### src/rtl/get_cert_sequencer_pkg.sv
// Shared types for the GET_CERTIFICATE sequencer: FSM state encoding and
// the slot constants also used by the certificate generator.
package get_cert_sequencer_pkg;

   typedef enum logic [1:0] {
      ST_IDLE      = 2'd0,
      ST_GEN       = 2'd1,
      ST_SEND      = 2'd2,
      ST_WAIT_RESP = 2'd3
   } state_t;

   localparam logic [1:0] SLOT0 = 2'd0;
   localparam logic [1:0] SLOT1 = 2'd1;
   localparam logic [1:0] SLOT2 = 2'd2;

   function automatic logic slot_is_valid(input logic [1:0] slot);
      return (slot <= SLOT2);
   endfunction

endpackage

### src/rtl/get_cert_timeout_timer.sv
// Response timeout timer: loaded on entry to the wait, counts down while
// enabled and flags expiry on the terminal count.
module get_cert_timeout_timer #(
   parameter int unsigned CYCLES = 1000,
   parameter int unsigned W      = 10
) (
   input  logic i_clk,
   input  logic i_reset,
   input  logic i_load,
   input  logic i_count,
   output logic o_expire
);

   localparam logic [W-1:0] LOAD_VAL = W'(CYCLES - 1);

   logic [W-1:0] r_count;

   always_ff @(posedge i_clk) begin
      if (i_reset) begin
         r_count <= '0;
      end else if (i_load) begin
         r_count <= LOAD_VAL;
      end else if (i_count && (r_count != '0)) begin
         r_count <= r_count - W'(1);
      end
   end

   // Terminal count reached on the CYCLES-th counting cycle after a load.
   assign o_expire = i_count && (r_count == '0);

endmodule

### src/rtl/get_cert_sequencer.sv
// Walks the certificate generator through every certificate of one slot,
// handing each message to the transmitter and retrying on NAK or timeout.
//
//  state     | meaning
//  ----------+-----------------------------------------------------------
//  IDLE      | waiting for start; all generator/transmitter outputs low
//  GEN       | generator enabled, waiting for its header/payload (Ack_out)
//  SEND      | message offered to the transmitter until accepted
//  WAIT_RESP | waiting for the responder's reply, timeout timer running
module get_cert_sequencer
   import get_cert_sequencer_pkg::*;
#(
   parameter int unsigned TIMEOUT_CYCLES = 1000,
   parameter int unsigned MAX_RETRIES    = 2,
   parameter int unsigned TO_W           = 10
) (
   input  logic       i_clk,
   input  logic       i_reset,
   input  logic       i_start,
   input  logic [1:0] i_slot_in,
   output logic       o_busy,
   output logic       o_done,
   output logic       o_error,
   output logic       o_gen_enable,
   output logic [1:0] o_gen_slot,
   output logic [7:0] o_gen_counter,
   output logic       o_gen_ack_in,
   input  logic       i_gen_ack_out,
   input  logic [7:0] i_expected_certs,
   output logic       o_msg_valid,
   input  logic       i_msg_ready,
   input  logic       i_resp_valid,
   input  logic       i_resp_ok
);

   localparam int unsigned       RTRY_W   = $clog2(MAX_RETRIES + 1);
   localparam logic [RTRY_W-1:0] RTRY_MAX = RTRY_W'(MAX_RETRIES);

   state_t            r_state,    w_state_nxt;
   logic [1:0]        r_slot,     w_slot_nxt;
   logic [7:0]        r_counter,  w_counter_nxt;
   logic [7:0]        r_expected, w_expected_nxt;
   logic [RTRY_W-1:0] r_retries,  w_retries_nxt;
   logic              r_done,     w_done_nxt;
   logic              r_error,    w_error_nxt;
   logic              r_ack_in,   w_ack_in_nxt;
   logic              w_timer_load;
   logic              w_timer_count;
   logic              w_expire;
   logic              w_resp_good;
   logic              w_resp_fail;

   get_cert_timeout_timer #(
      .CYCLES (TIMEOUT_CYCLES),
      .W      (TO_W)
   ) u_timer (
      .i_clk    (i_clk),
      .i_reset  (i_reset),
      .i_load   (w_timer_load),
      .i_count  (w_timer_count),
      .o_expire (w_expire)
   );

   assign w_timer_count = (r_state == ST_WAIT_RESP);
   assign w_resp_good   = i_resp_valid && i_resp_ok;
   // A good reply beats a simultaneous timeout.
   assign w_resp_fail   = (i_resp_valid && !i_resp_ok) || (!i_resp_valid && w_expire);

   always_ff @(posedge i_clk) begin
      if (i_reset) begin
         r_state    <= ST_IDLE;
         r_slot     <= '0;
         r_counter  <= '0;
         r_expected <= '0;
         r_retries  <= '0;
         r_done     <= 1'b0;
         r_error    <= 1'b0;
         r_ack_in   <= 1'b0;
      end else begin
         r_state    <= w_state_nxt;
         r_slot     <= w_slot_nxt;
         r_counter  <= w_counter_nxt;
         r_expected <= w_expected_nxt;
         r_retries  <= w_retries_nxt;
         r_done     <= w_done_nxt;
         r_error    <= w_error_nxt;
         r_ack_in   <= w_ack_in_nxt;
      end
   end

   always_comb begin
      w_state_nxt    = r_state;
      w_slot_nxt     = r_slot;
      w_counter_nxt  = r_counter;
      w_expected_nxt = r_expected;
      w_retries_nxt  = r_retries;
      w_done_nxt     = 1'b0;
      w_error_nxt    = 1'b0;
      w_ack_in_nxt   = 1'b0;
      w_timer_load   = 1'b0;
      case (r_state)
         ST_IDLE: begin
            if (i_start) begin
               if (slot_is_valid(i_slot_in)) begin
                  w_slot_nxt    = i_slot_in;
                  w_counter_nxt = 8'd1;
                  w_retries_nxt = '0;
                  w_state_nxt   = ST_GEN;
               end else begin
                  w_error_nxt = 1'b1;
               end
            end
         end
         ST_GEN: begin
            if (i_gen_ack_out) begin
               // The chain length is only trusted from the first certificate.
               if (r_counter == 8'd1) begin
                  w_expected_nxt = i_expected_certs;
               end
               if ((r_counter == 8'd1) && (i_expected_certs == 8'd0)) begin
                  w_error_nxt = 1'b1;
                  w_state_nxt = ST_IDLE;
               end else begin
                  w_state_nxt = ST_SEND;
               end
            end
         end
         ST_SEND: begin
            if (i_msg_ready) begin
               w_timer_load = 1'b1;
               w_state_nxt  = ST_WAIT_RESP;
            end
         end
         ST_WAIT_RESP: begin
            if (w_resp_good) begin
               if (r_counter == r_expected) begin
                  w_done_nxt  = 1'b1;
                  w_state_nxt = ST_IDLE;
               end else begin
                  w_counter_nxt = r_counter + 8'd1;
                  w_ack_in_nxt  = 1'b1;
                  w_retries_nxt = '0;
                  w_state_nxt   = ST_GEN;
               end
            end else if (w_resp_fail) begin
               // Resend without Ack_in so the generator keeps its offset.
               if (r_retries < RTRY_MAX) begin
                  w_retries_nxt = r_retries + RTRY_W'(1);
                  w_state_nxt   = ST_SEND;
               end else begin
                  w_error_nxt = 1'b1;
                  w_state_nxt = ST_IDLE;
               end
            end
         end
         default: begin
            w_state_nxt = ST_IDLE;
         end
      endcase
   end

   assign o_busy        = (r_state != ST_IDLE);
   assign o_gen_enable  = (r_state != ST_IDLE);
   assign o_msg_valid   = (r_state == ST_SEND);
   assign o_done        = r_done;
   assign o_error       = r_error;
   assign o_gen_ack_in  = r_ack_in;
   assign o_gen_slot    = r_slot;
   assign o_gen_counter = r_counter;

endmodule

### config.mk
export PLATFORM = sky130hd
export DESIGN_NAME = get_cert_sequencer
export DESIGN_NICKNAME = d
export VERILOG_FILES = /design/src/rtl/get_cert_sequencer_pkg.sv /design/src/rtl/get_cert_timeout_timer.sv /design/src/rtl/get_cert_sequencer.sv
export SDC_FILE = /design/constraint.sdc
export NUM_CORES = 1
export LEC_CHECK = 0
export ABC_AREA = 1
export CORE_UTILIZATION = 56
export DETAILED_ROUTE_END_ITERATION = 10
export PLACE_DENSITY = 0.95
export SETUP_SLACK_MARGIN = 0.3
export SLEW_MARGIN = 20
export SYNTH_ARGS = -nofsm -noshare
export SYNTH_HDL_FRONTEND = slang
export SYNTH_SLANG_ARGS = --single-unit
### constraint.sdc
create_clock -name i_clk -period 4.5 [get_ports i_clk]
set_input_delay 0.9 -clock i_clk [delete_from_list [all_inputs] [get_ports i_clk]]
set_output_delay 0.9 -clock i_clk [all_outputs]
set_load 0.05 [all_outputs]
; ---- After elaboration in Yosys (flattened, before gate mapping)
; Cells that the tools add are included.
[word_totals]
ff_bits = 35
latch_bits = 0
ram_bits = 0
mem_bits_ro = 0
out_inout_bits = 16
memories = 0
[op_classes]
addsub = 3
n_mul = 0
div_mod_pow = 0
order_cmp = 2
eq_ne = 14
n_shift = 0
n_mux = 36
n_bitwise = 2
reduce_logical = 23
[ops]
columns = op, count
row1 = $mux W8, 4
row2 = $mux W2, 14
row3 = $mux W10, 2
row4 = $pmux W8 S2, 1
row5 = $mux W1, 12
row6 = $logic_not A10 Y1, 1
row7 = $ne A2 B2 Y1 const B, 5
row8 = $reduce_and A5 Y1, 2
row9 = $reduce_bool A10 Y1, 1
row10 = $sub A10 B1 Y10 const B, 1
row11 = $ne A3 B3 Y1 const B, 3
row12 = $add A8 B1 Y8 const B, 1
row13 = $eq A8 B1 Y1 const B, 1
row14 = $eq A8 B8 Y1, 1
row15 = $logic_not A8 Y1, 1
row16 = $pmux W2 S4, 1
row17 = $logic_and A1 B1 Y1, 6
row18 = $reduce_and A3 Y1, 2
row19 = $reduce_and A6 Y1, 1
row20 = $reduce_bool A2 Y1, 3
row21 = $eq A2 B2 Y1 const B, 2
row22 = $pmux W2 S2, 1
row23 = $pmux W1 S3, 1
row24 = $reduce_or A3 Y1, 1
row25 = other kinds (10), 12

; ---- Depth between registers and ports, before layout
; Gate-level depths: netlist of the first run.
[depth]
depth_word = 7
ltp_mapped = 12
ltp_nobuf = 12

; ---- Cells and area by module
; Synthesis of the first run repeated with hierarchy kept, for this count alone.
[unflattened]
hier_cells = 318
hier_area_um2 = 2089.5
[by_module_without_submodules]
columns = mod, instances, cells_each, area_each_um2, seq_area_each_um2
row1 = get_cert_sequencer, 1, 208, 1382.6, 500.5
row2 = get_cert_timeout_timer, 1, 110, 706.9, 200.2

; ---- Least setup slack after synthesis of the first run
; OpenSTA, ideal clock, no wires.
[synth_path]
path_type = flip-flop to output port
from = reg r_state[1]
to = out o_msg_valid
arrival_time_ps = 1142
required_ps = 3600
slack_ps = 2458
path_stages_with_launch = 3
cell_sequence = dfxtp_1 inv_1 nor2_1
[synth_via]
elab_chain_cells = 1
[synth_rtl]
columns = item, line
row1 = from (decl), get_cert_sequencer.sv:39  ; state_t r_state, w_state_nxt;
row2 = from (signal assigned), get_cert_sequencer.sv:80  ; r_state <= w_state_nxt;
row3 = $eq A2 B2 Y1, get_cert_sequencer.sv:164  ; assign o_msg_valid = (r_state == ST_SEND);
row4 = to (decl), get_cert_sequencer.sv:30  ; output logic o_msg_valid,
; No other way between the ends.

; ---- Worst setup path after layout of the first run
; Ends and elaborated chain as after synthesis.

==> results of run 1 <==
final timing paths:
check                                 startpoint       endpoint  slack [ns]  cells after the start
worst max-delay path                  r_state[1]    o_msg_valid        1.69                      3
worst min-delay path               r_expected[2]  r_expected[2]        0.48                      2
worst min register to register     r_expected[2]  r_expected[2]        0.48                      2
worst max register to register  o_gen_counter[0]        o_error        2.68                      7
synth_stat cells (2+ instances only):
| cell | number | share of area |
|---|---|---|
| nand2_1 | 62 | 0.12 |
| nor2_1 | 61 | 0.12 |
| dfxtp_1 | 35 | 0.36 |
| inv_1 | 35 | 0.067 |
| nand3_1 | 22 | 0.056 |
| o21ai_0 | 18 | 0.046 |
| a21oi_1 | 15 | 0.038 |
| nand4_1 | 5 | 0.016 |
| xnor2_1 | 5 | 0.022 |
| a31oi_1 | 4 | 0.013 |
| nand2_2 | 4 | 0.013 |
| nor3_1 | 4 | 0.010 |
| buf_2 | 3 | 0.0077 |
| ha_1 | 3 | 0.019 |
| nand3b_1 | 3 | 0.012 |
| xor2_1 | 3 | 0.013 |
| buf_6 | 2 | 0.012 |
| clkbuf_1 | 2 | 0.0038 |
power groups by stage:
| stage | Clock (µW) | Sequential (µW) | Combinational, µW |
|---|---|---|---|
| 3_5_place_dp | 0 | 395 | 464 |
| 5_1_grt | 211 | 395 | 529 |
| 2_1_floorplan | 0 | 411 | 346 |
| 6_report | 198 | 389 | 470 |
| 3_3_place_gp | 0 | 393 | 453 |
| 4_1_cts | 201 | 388 | 467 |
critical path, stage by stage (launching register included):
cell and delay [ns]:
dfxtp_1 0.39, inv_1 0.09, nor2_1 0.22, clkdlybuf4s50_1 0.85
logic make-up (layout without fill, tap and decap cells):
logic type / Yosys count / count (layout)
flops: 35 / 35
simple gates: 167 / 167
compound gates: 41 / 41
xor+xnor: 8 / 8
fa+ha+maj: 3 / 3
buf+inv: 45 / 77
flip-flops by register name, indices dropped and copies added, names as in the netlist:
name / count
r_state: 2
r_retries: 2
u_timer.r_count: 10
o_gen_ack_in: 1
o_gen_counter: 8
r_expected: 8
o_error: 1
o_gen_slot: 2
o_done: 1
metrics by stage:
stage	setup slack, ns	power [µW]	std cells
2_1_floorplan	2.46	757	299
3_3_place_gp	1.92	847	369
3_5_place_dp	1.85	859	369
4_1_cts	1.69	1060	377
5_1_grt	1.59	1130	377
6_report	1.69	1060	377
routing by layer:
metal  vias up  track usage  wire, µm
met5         -            0         0
li1       1010            -         -
met1       864        0.324      1890
met3        11       0.0609       235
met2        64        0.464      2100
met4         0       0.0747        84
cell type report:
type	instances	area share
clock buffers	8	0.0293
inverters	37	0.0597
multi-input cells	219	0.452
flip-flops and latches	35	0.298
well taps	46	0.0245
repair buffers	32	0.136
==> flow_summary_export.csv, run 1 <==
group,metric,value,unit
power_and_ir_drop,power_density,450,nW/µm²
detailed_routing,vias_per_cell,5.17,
detailed_routing,route.final.wire_length,4.31,mm
power_and_ir_drop,p_sw_frac,0.426,
detailed_routing,drc,0,
clock_tree,clock_latency,0.35,ns
logic_synthesis,seq_area_frac_synth,0.359,
logic_synthesis,synthArstFlopShare,0,
logic_synthesis,synth-compound-area-share,0.117,
clock_tree,cts_hold_buf,0,
worst_setup_path,worstPathArrival,1.91,ns
placed_design,place_area,2280,µm²
final_layout,final_cell_mix,"nand2_1, nor2_1, inv_1, dfxtp_1, clkdlybuf4s50_1",
logic_synthesis,synth_enable_flop_cells,0,
timing,tightest_slew,0.540,ns
floorplanning,die_w,61.1,µm
clock_tree,cts_inserted_buffers,5,
clock_tree,post_cts_buffers,0,
final_layout,seq_area,701,µm²
floorplanning,die-area,3730,µm²
power_and_ir_drop,seq_power_share,0.368,
logic_synthesis,synth_fa_ha_area_frac,0.0192,
final_layout,area_growth,20.2,%
global_routing,grt_pass1_vias,1766,
final_layout,fillers,285,
final_layout,final_common_cell,"nand2_1",
worst_setup_path,start_kind,"flop",
global_routing,antenna_found_initial,0,
clock_tree,path_clk_slew,0.11,ns
worst_setup_path,crit_type,"reg -> out",
floorplanning,pin_count,33,
clock_tree,cts_resized,0,
worst_setup_path,critPathCaptureType,"primary output",
global_routing,track_usage,0.264,
power_and_ir_drop,internal-power,606,µW
clock_tree,cts_sinks,35,
timing,clock_skew,0.00950,ns
timing,fin_hold_ws,0.483,ns
clock_tree,cts_tree,"done",
timing,fin_crit,2.81,ns
worst_setup_path,cp_max_fo,4,
final_layout,postLayoutCellArea,2350,µm²
detailed_routing,wl_per_cell,11.4,µm
detailed_routing,first_pass_iters,4,
timing,fin_tns_setup,0,ns
logic_synthesis,synth-seq-cells,35,
final_layout,multi_input_area,1060,µm²
logic_synthesis,synth_top_family_by_area,"simple AND/OR/NAND/NOR gates",
floorplanning,core_area,3340,µm²
timing,rsz0062_at_grt,"no",
logic_synthesis,synthXorXnorAreaFrac,0.0359,
logic_synthesis,yosys_warnings,0,
timing,fin_crit_sh,0.623,
floorplanning,die_y,61.1,µm
timing,hold_violations,0,
power_and_ir_drop,leakagePower,0.00101,µW
global_routing,grt_max_degree,21,
detailed_routing,num_vias,1949,
logic_synthesis,synth_simple_gate_area_frac,0.371,
logic_synthesis,syn_avg_cell_area,6.54,µm²
final_layout,fin_util,0.704,
detailed_routing,ant_nets,0,
power_and_ir_drop,p_clk_frac,0.187,
final_layout,final_nets,350,
global_routing,grt-ovfl-total,0,
clock_tree,h-tree-depth,2,
logic_synthesis,ys.flop_type,"dfxtp_1",
min_path,worst_hold_path_type,"reg -> reg",
power_and_ir_drop,p_comb_frac,0.444,
flow_run,drv_cap,0,
status,status,"completed",
power_and_ir_drop,p_sw,450,µW
final_layout,drive_above_1_share,0.0544,
clock_tree,cts-root-buf,"clkbuf_4",
timing,slew_headroom,0.639,
floorplanning,fp-row-count,21,
timing,slew_viol_final,0,
detailed_routing,first_iter_violations,83,
timing,fmax,0.356,GHz
logic_synthesis,syn_nets,319,
logic_synthesis,synthMuxAreaShare,0,
floorplanning,start_util,0.586,
final_layout,diodes,0,
clock_tree,cts_buffer_depth,2,
placed_design,port_buffers,32,
power_and_ir_drop,ir_drop,0.000310,V
timing,setup_viol,0,
logic_synthesis,netlist_area,1950,µm²
placed_design,globalplace.congestion,0.879,
logic_synthesis,synthCells,299,
worst_setup_path,worstPathRequired,3.60,ns
placed_design,hpwl,3.20,mm
global_routing,grt_pass1_wl,7.27,mm
logic_synthesis,yosysUniqueCellTypes,31,
No activity file was read; power rests on OpenSTA's default activity.
==> run 2, diff against run 1 <==
Settings changed: CORE_UTILIZATION 56 to 53, PLACE_DENSITY 0.95 to 0.92.
Clock period 4.5 ns to 2.82 ns, I/O delays scaled along.
==> run 2 against run 1 <==
  * Worst hold slack hardly changed
  * Sequential share of layout area is 0.33 points lower
  * Critical path type unchanged
  * First-iteration DRC count is 28% higher
  * Routed wire length is 0.35% lower
==> flow_summary_export.csv, run 2 (same netlist as run 1, synthesis figures left out) <==
group,metric,value,unit
status,status,"completed",
timing,fin_crit_sh,0.847,
timing,hold_violations,0,
global_routing,track_usage,0.239,
global_routing,grt_pass1_vias,1775,
final_layout,final_cell_mix,"nand2_1, nor2_1, inv_1, dfxtp_1, clkdlybuf4s50_1",
worst_setup_path,cpPeakStageDelay,0.85,ns
timing,slew_viol_final,0,
power_and_ir_drop,p_clk_frac,0.215,
final_layout,final_common_cell,"nand2_1",
clock_tree,path_clk_slew,0.07,ns
detailed_routing,ant_nets,0,
timing,slew_headroom,0.631,
power_and_ir_drop,p_sw_frac,0.419,
power_and_ir_drop,power_density,734,nW/µm²
clock_tree,clock_latency,0.30,ns
power_and_ir_drop,internal-power,1010,µW
final_layout,largest_register_ffs,10,
min_path,worst_hold_path_type,"reg -> reg",
clock_tree,cts_tree,"done",
timing,fin_crit,2.39,ns
detailed_routing,vias_per_cell,5.23,
clock_tree,cts_hold_buf,0,
detailed_routing,drc,0,
worst_setup_path,start_kind,"flop",
final_layout,top_register,"u_timer.r_count",
detailed_routing,route.final.wire_length,4.30,mm
floorplanning,die-area,3930,µm²
floorplanning,fp-row-count,21,
final_layout,fin_util,0.690,
clock_tree,cts_resized,0,
worst_setup_path,path_cells,"inv_1 > nor2_1 > clkdlybuf4s50_1",
final_layout,final_nets,351,
power_and_ir_drop,p_comb_frac,0.429,
floorplanning,pin_count,33,
worst_setup_path,crit_type,"reg -> out",
timing,fin_hold_ws,0.484,ns
global_routing,grt-ovfl-total,0,
timing,rsz0062_at_grt,"no",
detailed_routing,wl_per_cell,11.4,µm
floorplanning,die_w,62.7,µm
power_and_ir_drop,leakagePower,0.00103,µW
final_layout,area_growth,21.5,%
clock_tree,cts-root-buf,"clkbuf_8",
detailed_routing,first_iter_violations,106,
timing,tightest_slew,0.554,ns
timing,fin_tns_setup,0,ns
worst_setup_path,worstPathArrival,1.83,ns
final_layout,drive_above_1_share,0.0574,
placed_design,globalplace.congestion,0.874,
timing,clock_skew,0.00675,ns
placed_design,port_buffers,32,
clock_tree,cts_inserted_buffers,5,
clock_tree,cts_buffer_depth,2,
clock_tree,cts_sinks,35,
timing,fmax,0.419,GHz
placed_design,place_area,2290,µm²
worst_setup_path,worstPathRequired,2.26,ns
final_layout,diodes,0,
timing,setup_viol,0,
floorplanning,die_y,62.7,µm
detailed_routing,num_vias,1972,
final_layout,postLayoutCellArea,2370,µm²
floorplanning,core_area,3440,µm²
detailed_routing,first_pass_iters,4,
global_routing,grt_max_degree,21,
power_and_ir_drop,p_sw,730,µW
power_and_ir_drop,seq_power_share,0.356,
placed_design,hpwl,3.23,mm
global_routing,grt_pass1_wl,7.36,mm
global_routing,antenna_found_initial,0,
flow_run,drv_cap,0,
worst_setup_path,critPathCaptureType,"primary output",
power_and_ir_drop,ir_drop,0.000456,V
floorplanning,start_util,0.568,
clock_tree,post_cts_buffers,0,
clock_tree,h-tree-depth,2,
worst_setup_path,crit_slowest_cell,"clkdlybuf4s50_1",
worst_setup_path,cp_max_fo,4,
## run 2: cell types whose count changed in the layout (fill, tap and decap cells not counted), sizes merged
| cell | before | now |
|---|---|---|
| buf | 0 | 1 |
| clkinv | 1 | 2 |
| clkbuf | 8 | 6 |
## run 2: path summary, 6_finish.rpt
kind,start,cells past startpoint,to,slack [ns]
max,r_state[1],3,o_msg_valid,0.43
min,r_expected[0],2,r_expected[0],0.48
max reg2reg,u_timer.r_count[0],10,u_timer.r_count[5],1.07
min reg2reg,r_expected[0],2,r_expected[0],0.48
## run 2: final cells by class
cell class,instances,area [µm²]
multi-input combinational,219,1060
clock buffer,6,82.6
inverter,37,140
clock inverter,1,5.00
timing repair buffer,33,328
tap,46,57.6
sequential,35,701
fill,298,1070
## run 2: power by group through the flow
| stage | sequential [µW] | combinational (µW) | clock, µW |
|---|---|---|---|
| after CTS | 621 | 748 | 382 |
| after floorplan | 656 | 552 | 0 |
| after global routing | 633 | 845 | 407 |
| after global placement | 627 | 727 | 0 |
| final | 622 | 748 | 375 |
| after detailed placement | 632 | 746 | 0 |
## run 2: worst max-delay path: cells and delay by family (launching register included)
| kind | cells | cell delay [ns] |
|---|---|---|
| AND/OR/NAND/NOR | 1 | 0.22 |
| buffers and inverters | 2 | 0.93 |
| flip-flops | 1 | 0.36 |
## run 2: per-layer routing
metal,vias up,track usage,share of wire
met5,-,0,0
li1,1020,-,-
met1,895,0.282,0.46
met3,8,0.0547,0.044
met4,0,0.145,0.020
met2,49,0.393,0.47
## run 2: stage by stage
step | power [µW] | std cells | worst slack [ns]
CTS | 1750 | 377 | 0.447
global placement | 1350 | 370 | 0.774
global route | 1880 | 377 | 0.376
floorplan | 1210 | 299 | 0.891
detailed placement | 1380 | 370 | 0.739
finish | 1740 | 377 | 0.431
==> run 3, diff against run 2 <==
Settings changed: CORE_UTILIZATION 53 to 48, PLACE_DENSITY 0.92 to 0.88.
Clock period 2.82 ns to 2.1 ns, I/O delays scaled along.
==> run 3 against run 2 <==
  * Worst hold slack worse by 0.0039 ns
  * Non-clock buffer count is 8 higher
  * Register-to-register slack lost 0.66 ns
  * First-iteration DRC count rose by 13%
  * Sequential power grew 36%
  * Setup slack lost 0.064 ns
  * Power up 43%
  * Clock skew is 0.0012 ns higher
  * Global-route usage rose by 1.2 points
  * Critical endpoint is now o_gen_counter[1]
==> flow_summary_export.csv, run 3 (same netlist as run 1, synthesis figures left out) <==
group,metric,value,unit
worst_setup_path,crit_slowest_cell,"dlygate4sd2_1",
clock_tree,cts_sinks,35,
global_routing,grt_pass1_vias,1850,
worst_setup_path,cp_max_fo,6,
final_layout,drive_above_1_share,0.112,
timing,hold_violations,0,
timing,fin_crit_sh,0.825,
timing,slew_viol_final,0,
worst_setup_path,critPathBufInv,1,
worst_setup_path,start_kind,"flop",
power_and_ir_drop,ir_drop,0.000526,V
final_layout,multi_input_area,1080,µm²
final_layout,seq_area,702,µm²
floorplanning,core_area,3770,µm²
detailed_routing,wl_met2,2.16,mm
clock_tree,path_clk_slew,0.06,ns
detailed_routing,first_iter_violations,120,
global_routing,grt_pass1_wl,8.20,mm
worst_setup_path,r2r_cells,9,
flow_run,drv_cap,0,
placed_design,place_area,2330,µm²
detailed_routing,ant_nets,0,
floorplanning,start_util,0.518,
clock_tree,cts_inserted_buffers,5,
final_layout,final_cell_mix,"nor2_1, nand2_1, inv_1",
final_layout,postLayoutCellArea,2450,µm²
timing,clock_skew,0.00796,ns
floorplanning,die_y,65.8,µm
worst_setup_path,cpPeakStageDelay,0.56,ns
power_and_ir_drop,leakagePower,0.00114,µW
final_layout,top_register,"u_timer.r_count",
timing,tightest_slew,0.515,ns
clock_tree,cts_hold_buf,0,
worst_setup_path,crit_type,"reg -> out",
detailed_routing,drc,0,
status,status,"completed",
worst_setup_path,cp_top_family,"buffers and inverters",
timing,fin_hold_ws,0.480,ns
clock_tree,cts_buffer_depth,2,
timing,rsz0062_at_grt,"no",
clock_tree,cts_tree,"done",
final_layout,largest_register_ffs,10,
worst_setup_path,critPathCaptureType,"primary output",
placed_design,hpwl,3.49,mm
placed_design,place_ws,0.311,ns
detailed_routing,top_layer,"met4",
final_layout,fin_util,0.649,
min_path,hold_depth,2,
final_layout,diodes,0,
detailed_routing,wl_per_cell,12.4,µm
worst_setup_path,worstPathArrival,1.31,ns
detailed_routing,route.final.wire_length,4.82,mm
clock_tree,clock_latency,0.30,ns
timing,fin_crit,1.73,ns
detailed_routing,first_pass_iters,4,
final_layout,fillers,329,
global_routing,grt_max_degree,15,
worst_setup_path,worstPathRequired,1.68,ns
min_path,worst_hold_path_type,"reg -> reg",
final_layout,final_common_cell,"nor2_1",
timing,fin_tns_setup,0,ns
clock_tree,cts-root-buf,"clkbuf_8",
placed_design,globalplace.congestion,0.878,
detailed_routing,wl_met3,274,µm
floorplanning,die-area,4330,µm²
power_and_ir_drop,power_density,1020,nW/µm²
placed_design,port_buffers,32,
detailed_routing,drt-met1-wl,2.28,mm
timing,slew_headroom,0.658,
timing,finalWorstSetupSlack,0.367,ns
detailed_routing,vias_per_cell,5.26,
global_routing,antenna_found_initial,0,
global_routing,track_usage,0.252,
detailed_routing,num_vias,2040,
timing,fmax,0.577,GHz
final_layout,area_growth,25.2,%
final_layout,final_nets,359,
global_routing,grt-ovfl-total,0,
timing,setup_viol,0,
worst_setup_path,path_cells,"dlygate4sd2_1",
worst_setup_path,cp.depth,1,
clock_tree,h-tree-depth,2,
floorplanning,die_w,65.8,µm
floorplanning,fp-row-count,22,
floorplanning,pin_count,33,
==> run 3: cell types whose count changed in the layout (fill, tap and decap cells not counted), moves of 4 or more <==
cell,delta
nand2_1,-4
dlygate4sd2_1,+13
clkdlybuf4s50_1,-16
buf_4,+11
nand2_2,+4
==> run 3: through the flow <==
step	instances	power (µW)
floorplan	299	1630
global placement	378	1820
detailed placement	378	1850
CTS	386	2390
global route	388	2660
finish	388	2490
==> run 3: metal layers <==
layer	track usage	up-vias
met4	0.109	0
met3	0.0724	11
met5	0	-
met2	0.379	59
met1	0.332	943
li1	-	1027
==> run 3: final timing paths <==
check	from	end	slack, ns
max	o_gen_counter[1]	o_gen_counter[1]	0.37
max reg2reg	u_timer.r_count[0]	o_error	0.41
min reg2reg	r_expected[1]	r_expected[1]	0.48
min	r_expected[1]	r_expected[1]	0.48
==> run 3: timing repair <==
item                                    in CTS  in global routing
gates resized for setup                     13                  7
pin swaps                                    0                  2
buffers inserted                             0                  2
gates cloned                                 0                  0
endpoints found under the setup margin      13                 20
==> run 3: power by group <==
part           leakage [µW]  internal, µW  total [µW]  switching, µW
combinational      0.000801           384        1090            710
clock             0.0000515           299         548            249
sequential         0.000284           757         844           86.6
total               0.00114          1440        2490           1050
==> run 3: final cells by class <==
class / count / area share
inverter: 37 / 0.0573
multi-input combinational: 219 / 0.442
timing repair buffer: 41 / 0.149
tap: 48 / 0.0245
sequential: 35 / 0.287
clock buffer: 8 / 0.0409
